### src/rtl/host_loader_pkg.sv
// Shared definitions for the host command bridge: opcodes, reply codes and
// the frame-level state encoding.
package host_loader_pkg;

   localparam logic [7:0] OP_WRITE      = 8'h01;
   localparam logic [7:0] OP_READ       = 8'h02;
   localparam logic [7:0] OP_CONTROL    = 8'h03;
   localparam logic [7:0] OP_STATUS     = 8'h04;
   localparam logic [7:0] REPLY_BAD_OP  = 8'hEE;
   localparam logic [7:0] REPLY_TIMEOUT = 8'hEF;

   typedef enum logic [1:0] {
      ST_IDLE = 2'd0,
      ST_ARGS = 2'd1,
      ST_WB   = 2'd2,
      ST_RESP = 2'd3
   } loaderState_t;

   // Number of argument bytes that follow an opcode; zero for argument-less ones.
   function automatic logic [2:0] argCount(input logic [7:0] op);
      case (op)
         OP_WRITE:   argCount = 3'd5;
         OP_READ:    argCount = 3'd3;
         OP_CONTROL: argCount = 3'd2;
         default:    argCount = 3'd0;
      endcase
   endfunction

endpackage

### src/rtl/host_reply_tx.sv
// Reply serializer: loads up to three bytes (MSB first) and streams them out
// over a valid/ready byte interface, pulsing done as the last byte leaves.
module host_reply_tx (
   input  logic        clk,
   input  logic        rst,
   input  logic        load,
   input  logic [23:0] loadBuf,
   input  logic [1:0]  loadLen,
   output logic [7:0]  txData,
   output logic        txValid,
   input  logic        txReady,
   output logic        done
);

   logic [23:0] bufR;
   logic [1:0]  remR;

   // The head byte always sits in the top of the buffer, so txData holds while stalled.
   assign txData = bufR[23:16];
   assign done   = txValid && txReady && (remR == 2'd1);

   always_ff @(posedge clk) begin
      if (rst) begin
         bufR    <= '0;
         remR    <= '0;
         txValid <= 1'b0;
      end else if (load) begin
         bufR    <= loadBuf;
         remR    <= loadLen;
         txValid <= 1'b1;
      end else if (txValid && txReady) begin
         bufR <= {bufR[15:0], 8'h00};
         remR <= remR - 2'd1;
         if (remR == 2'd1) begin
            txValid <= 1'b0;
         end
      end
   end

endmodule

### src/rtl/host_loader.sv
// Host command bridge: parses framed byte commands, runs Wishbone single
// transfers, drives controlReg and returns a fixed-format reply per command.
// Handshakes: a byte moves on any cycle where valid && ready; valid never waits on ready.
module host_loader
   import host_loader_pkg::*;
#(
   parameter int          ADDRESS_WIDTH = 24,
   parameter logic [15:0] WB_TIMEOUT    = 16'd1023,
   parameter logic [15:0] CONTROL_RESET = 16'h0001
) (
   input  logic                     clk,
   input  logic                     rst,
   input  logic [7:0]               rxData,
   input  logic                     rxValid,
   output logic                     rxReady,
   output logic [7:0]               txData,
   output logic                     txValid,
   input  logic                     txReady,
   output logic [ADDRESS_WIDTH-1:0] wbAdrO,
   output logic [15:0]              wbDatO,
   input  logic [15:0]              wbDatI,
   output logic                     wbCycO,
   output logic                     wbStbO,
   output logic                     wbWeO,
   input  logic                     wbAckI,
   output logic [15:0]              controlReg,
   input  logic [15:0]              statusReg,
   output logic [1:0]               stateDbg
);

   loaderState_t state, nextState;

   logic [7:0]  opR;
   logic [2:0]  argCnt;
   logic [31:0] argShift;
   logic [15:0] toCnt;

   logic        rxFire;
   logic [39:0] newArgs;
   logic [23:0] hostAdr;
   logic        load;
   logic [23:0] loadBuf;
   logic [1:0]  loadLen;
   logic        goWb;
   logic        endWb;
   logic        ctrlWr;
   logic        txDone;

   assign rxReady  = (state == ST_IDLE) || (state == ST_ARGS);
   assign rxFire   = rxValid && rxReady;
   assign stateDbg = state;

   // Argument bytes including the one on the bus this cycle, so the last byte
   // can be used on the same edge that accepts it.
   assign newArgs = {argShift, rxData};
   assign hostAdr = (opR == OP_WRITE) ? newArgs[39:16] : newArgs[23:0];

   always_ff @(posedge clk) begin
      if (rst) begin
         state <= ST_IDLE;
      end else begin
         state <= nextState;
      end
   end

   always_comb begin
      nextState = state;
      load      = 1'b0;
      loadBuf   = '0;
      loadLen   = '0;
      goWb      = 1'b0;
      endWb     = 1'b0;
      ctrlWr    = 1'b0;
      case (state)
         ST_IDLE: begin
            if (rxFire) begin
               case (rxData)
                  OP_WRITE, OP_READ, OP_CONTROL: nextState = ST_ARGS;
                  OP_STATUS: begin
                     load      = 1'b1;
                     loadBuf   = {OP_STATUS, statusReg};
                     loadLen   = 2'd3;
                     nextState = ST_RESP;
                  end
                  default: begin
                     load      = 1'b1;
                     loadBuf   = {REPLY_BAD_OP, 16'h0000};
                     loadLen   = 2'd1;
                     nextState = ST_RESP;
                  end
               endcase
            end
         end
         ST_ARGS: begin
            if (rxFire && (argCnt == 3'd1)) begin
               if (opR == OP_CONTROL) begin
                  ctrlWr    = 1'b1;
                  load      = 1'b1;
                  loadBuf   = {OP_CONTROL, 16'h0000};
                  loadLen   = 2'd1;
                  nextState = ST_RESP;
               end else begin
                  goWb      = 1'b1;
                  nextState = ST_WB;
               end
            end
         end
         ST_WB: begin
            // An ack on the timeout cycle still completes the transfer normally.
            if (wbAckI) begin
               endWb     = 1'b1;
               load      = 1'b1;
               loadBuf   = (opR == OP_READ) ? {OP_READ, wbDatI} : {OP_WRITE, 16'h0000};
               loadLen   = (opR == OP_READ) ? 2'd3 : 2'd1;
               nextState = ST_RESP;
            end else if (toCnt == WB_TIMEOUT) begin
               endWb     = 1'b1;
               load      = 1'b1;
               loadBuf   = {REPLY_TIMEOUT, 16'h0000};
               loadLen   = 2'd1;
               nextState = ST_RESP;
            end
         end
         ST_RESP: begin
            if (txDone) begin
               nextState = ST_IDLE;
            end
         end
         default: nextState = ST_IDLE;
      endcase
   end

   always_ff @(posedge clk) begin
      if (rst) begin
         opR        <= '0;
         argCnt     <= '0;
         argShift   <= '0;
         toCnt      <= '0;
         wbAdrO     <= '0;
         wbDatO     <= '0;
         wbCycO     <= 1'b0;
         wbStbO     <= 1'b0;
         wbWeO      <= 1'b0;
         controlReg <= CONTROL_RESET;
      end else begin
         if ((state == ST_IDLE) && rxFire) begin
            opR      <= rxData;
            argCnt   <= argCount(rxData);
            argShift <= '0;
         end
         if ((state == ST_ARGS) && rxFire) begin
            argShift <= newArgs[31:0];
            argCnt   <= argCnt - 3'd1;
         end
         if (goWb) begin
            wbCycO <= 1'b1;
            wbStbO <= 1'b1;
            wbWeO  <= (opR == OP_WRITE);
            wbAdrO <= hostAdr[ADDRESS_WIDTH-1:0];
            wbDatO <= (opR == OP_WRITE) ? newArgs[15:0] : 16'h0000;
            toCnt  <= '0;
         end else if (state == ST_WB) begin
            if (endWb) begin
               wbCycO <= 1'b0;
               wbStbO <= 1'b0;
               wbWeO  <= 1'b0;
            end else begin
               toCnt <= toCnt + 16'd1;
            end
         end
         if (ctrlWr) begin
            controlReg <= newArgs[15:0];
         end
      end
   end

   host_reply_tx uReplyTx (
      .clk     (clk),
      .rst     (rst),
      .load    (load),
      .loadBuf (loadBuf),
      .loadLen (loadLen),
      .txData  (txData),
      .txValid (txValid),
      .txReady (txReady),
      .done    (txDone)
   );

endmodule

### config.mk
export PLATFORM = sky130hd
export DESIGN_NAME = host_loader
export DESIGN_NICKNAME = d
export VERILOG_FILES = /design/src/rtl/host_loader_pkg.sv /design/src/rtl/host_reply_tx.sv /design/src/rtl/host_loader.sv
export SDC_FILE = /design/constraint.sdc
export NUM_CORES = 1
export LEC_CHECK = 0
export ABC_AREA = 1
export ABC_CLOCK_PERIOD_IN_PS = 4100
export CORE_UTILIZATION = 55
export CTS_CLUSTER_DIAMETER = 60
export DETAILED_ROUTE_END_ITERATION = 16
export PLACE_DENSITY_LB_ADDON = 0.25
export SLEW_MARGIN = 25
export SYNTH_ARGS = -nofsm -noshare
export SYNTH_HDL_FRONTEND = slang
export SYNTH_HIERARCHICAL = 1
export SYNTH_SLANG_ARGS = --single-unit
### constraint.sdc
create_clock -name clk -period 4.1 [get_ports clk]
set_input_delay 0.82 -clock clk [delete_from_list [all_inputs] [get_ports clk]]
set_output_delay 0.82 -clock clk [all_outputs]
set_load 0.1 [all_outputs]
==> flow_metrics.py <==
metrics = {
    "floorplan": {
        "die_width_um": 115,
        "start_util": 0.574,
        "core-area_um2": 12300,
        "rows": 40,
        "die_y_um": 115,
        "fp.dieArea_um2": 13300,
        "io_pins": 116,
    },
    "synthesis": {
        "syn_avg_cell_area_um2": 7.03,
        "synth.distinct_cells": 36,
        "synth_mux_area_frac": 0,
        "synth_top_family_by_area": "simple AND/OR/NAND/NOR gates",
        "yosys.area_share.adder": 0.0160,
        "synth.net_count": 1055,
        "netlist_area_um2": 7040,
        "synth_xor_area_frac": 0.00747,
        "synth-compound-area-share": 0.138,
        "yosysSeqAreaShare": 0.415,
        "synth_cells": 1001,
        "yosys_warnings": 6,
        "synth-simple-area-share": 0.324,
        "synth.ff_latch_count": 146,
    },
    "outcome": {
        "status": "finished, final reports clean",
    },
    "timing": {
        "slew_headroom": 0.313,
        "rsz0062_at_grt": "no",
        "fin_crit_sh": 0.750,
        "fmax_mhz": 325,
        "worst_pin_slew_ns": 1.03,
        "final-setup-viol-count": 0,
        "fin_hold_ws_ns": 0.450,
        "hold_violations": 0,
        "drv_slew": 0,
        "clock_skew_ns": 0.00920,
        "setup_tns_ns": 0,
        "period_needed_ns": 3.07,
    },
    "clock_tree": {
        "cts_tree": "done",
        "cts_root_buf": "clkbuf_16",
        "clock-sinks": 146,
        "clock_latency_ns": 0.42,
        "ctsHoldBuffers": 0,
        "htreeDepth": 4,
        "numCtsBuffers": 17,
        "cts_resized": 0,
        "cts_setup_buffers": 0,
        "clkTransAtPathRegs_ns": 0.06,
        "clockBufferDepth": 2,
    },
    "critical_path": {
        "crit_type": "register to register",
        "critPathSlowestCell": "dfxtp_1",
        "cp_num_buf_inv": 5,
        "cp.required_ns": 4.44,
        "cp_top_family": "simple AND/OR/NAND/NOR gates",
        "crit_fanout": 44,
        "endpoint_kind": "register",
        "cpPeakStageDelay_ns": 0.38,
        "crit_path_start_kind": "register",
        "ff2ff_setup_slack_ns": 1.03,
        "crit_chain": "inv_1, ha_1, inv_2, nand2_4, nand2_4, clkinv_4, nand3_4, inv_2, nand2_4, nand2_1, nand2_1, nand2_1, inv_8, nand2_4, nand2_1, a21oi_2",
        "crit_arrival_ns": 3.41,
    },
    "global_routing": {
        "grt-ovfl-total": 0,
        "grt_usage": 0.283,
        "grt_pass1_vias": 5986,
        "grt_max_degree": 61,
        "grt_pass1_wl_mm": 29.2,
        "antenna_found_initial": 0,
    },
    "detailed_routing": {
        "viasPerCell": 5.36,
        "antenna_left": 0,
        "avgRoutedWirePerCell_um": 14.6,
        "wl_mm": 18.4,
        "drt-initial-drc-count": 736,
        "vias": 6765,
        "drc": 0,
        "first_pass_iters": 7,
    },
    "finish": {
        "finalInstanceArea_um2": 8680,
        "seq_area_um2": 2920,
        "nets": 1135,
        "area_delta_synth_final_pct": 23.3,
        "multi_input_area_um2": 3430,
        "fin_util": 0.708,
        "antenna_cells": 0,
        "layout-drive-gt1-share": 0.0804,
        "nFillCells": 1020,
    },
    "placed_design": {
        "placed_area_um2": 8060,
        "place_hpwl_mm": 12.4,
        "gp_congestion": 0.839,
        "port_buffers": 115,
    },
    "power_and_ir_drop": {
        "p_per_area_nw_per_um2": 502,
        "ir_drop_mv": 0.453,
        "leakage_nw": 3.44,
    },
    "worst_hold_path": {
        "hp-class": "register to register",
    },
    "flow_run": {
        "max-cap-violations": 0,
    },
}
==> path summary, 6_finish.rpt <==
kind	start	end	cells after the start
setup reg to reg	stateDbg[1]	uReplyTx/bufR[15]	16
hold / removal	wbAdrO[8]	wbAdrO[8]	2
setup / recovery	stateDbg[1]	uReplyTx/bufR[15]	16
hold reg to reg	wbAdrO[8]	wbAdrO[8]	2
==> area by class of cell <==
class / instances / area share
clock buffers: 22 / 0.0547
clock inverters: 10 / 0.0170
inverters: 71 / 0.0327
multi-input cells: 721 / 0.395
flip-flops and latches: 146 / 0.337
well taps: 168 / 0.0242
repair buffers: 124 / 0.140
==> synth_stat cells <==
cell | n | area share
nand2_1 | 370 | 0.20
o211ai_1 | 1 | 0.0011
dfxtp_1 | 146 | 0.42
nor4_4 | 1 | 0.0030
clkinv_4 | 2 | 0.0025
a21oi_2 | 14 | 0.017
ha_1 | 9 | 0.016
nor2_8 | 2 | 0.0057
nor2_4 | 1 | 0.0016
buf_4 | 16 | 0.017
nor2_1 | 58 | 0.031
o21ai_1 | 8 | 0.0057
o21bai_1 | 1 | 0.0011
inv_2 | 5 | 0.0027
xor2_1 | 3 | 0.0037
buf_6 | 9 | 0.014
buf_8 | 2 | 0.0043
clkbuf_2 | 2 | 0.0014
inv_1 | 63 | 0.034
buf_1 | 5 | 0.0027
nand4_1 | 40 | 0.036
xnor2_1 | 3 | 0.0037
o21ai_0 | 56 | 0.040
a21oi_1 | 85 | 0.060
nor3_1 | 4 | 0.0028
nand3_1 | 41 | 0.029
nor4_2 | 1 | 0.0018
conb_1 | 1 | 0.00053
nand2_2 | 4 | 0.0036
nand3_4 | 2 | 0.0050
nand2_4 | 5 | 0.0080
o21ai_2 | 9 | 0.011
inv_8 | 1 | 0.0016
buf_2 | 12 | 0.0085
clkbuf_1 | 17 | 0.0091
o22ai_1 | 2 | 0.0018
==> metal layers <==
metal / global-route usage / wire [um]
met1: 0.370 / 8220
met2: 0.473 / 8860
met3: 0.0564 / 1030
met4: 0.0823 / 256
met5: 0 / 0
==> tightest hold or removal path: stages, from the launching register on <==
cell	delay [ns]
dfxtp_1	0.31
nand2_1	0.06
nand2_1	0.04
==> power by group <==
group	internal (mW)	total [mW]	switching, mW
logic	0.286	1.18	0.897
clock network	1.01	1.62	0.604
registers	1.50	1.56	0.0643
total	2.79	4.36	1.57
==> through the flow <==
stage	worst slack, ns	std cells	total power, mW
3_3_place_gp	0.822	1230	2.74
4_1_cts	1.10	1262	4.36
2_1_floorplan	0.851	1001	2.58
5_1_grt	0.838	1262	4.55
3_5_place_dp	0.777	1230	2.75
6_report	1.03	1262	4.36
==> state kept, by name (all words and copies together), names as in the netlist <==
name              count
argShift             32
uReplyTx/bufR        24
wbAdrO               24
controlReg           16
toCnt                16
wbDatO               16
opR                   8
argCnt                3
stateDbg              2
uReplyTx/remR         2
uReplyTx/txValid      1
wbStbO                1
wbWeO                 1
==> cells in the final DEF (no fill, tap or decap), types with 8 or more instances in the layout <==
cell               n
nand4_1           40
a21oi_2           14
clkbuf_16         17
a21oi_1           85
o21ai_0           56
ha_1               9
nand2_1          370
o21ai_1            8
buf_4             10
inv_1             63
nand3_1           41
clkdlybuf4s50_1  113
nor2_1            58
o21ai_2            9
dfxtp_1          146
==> logic make-up (layout without fill, tap and decap cells) <==
family	count (synthesis)	in the layout
AND/OR/NAND/NOR	529	529
AO/OA/AOI/OAI	176	176
flip-flops	146	146
buffers and inverters	134	227
adder cells (fa/ha/maj)	9	9
XOR/XNOR	6	6
other	1	1
Note: power is estimated with default switching activity, not from simulation.
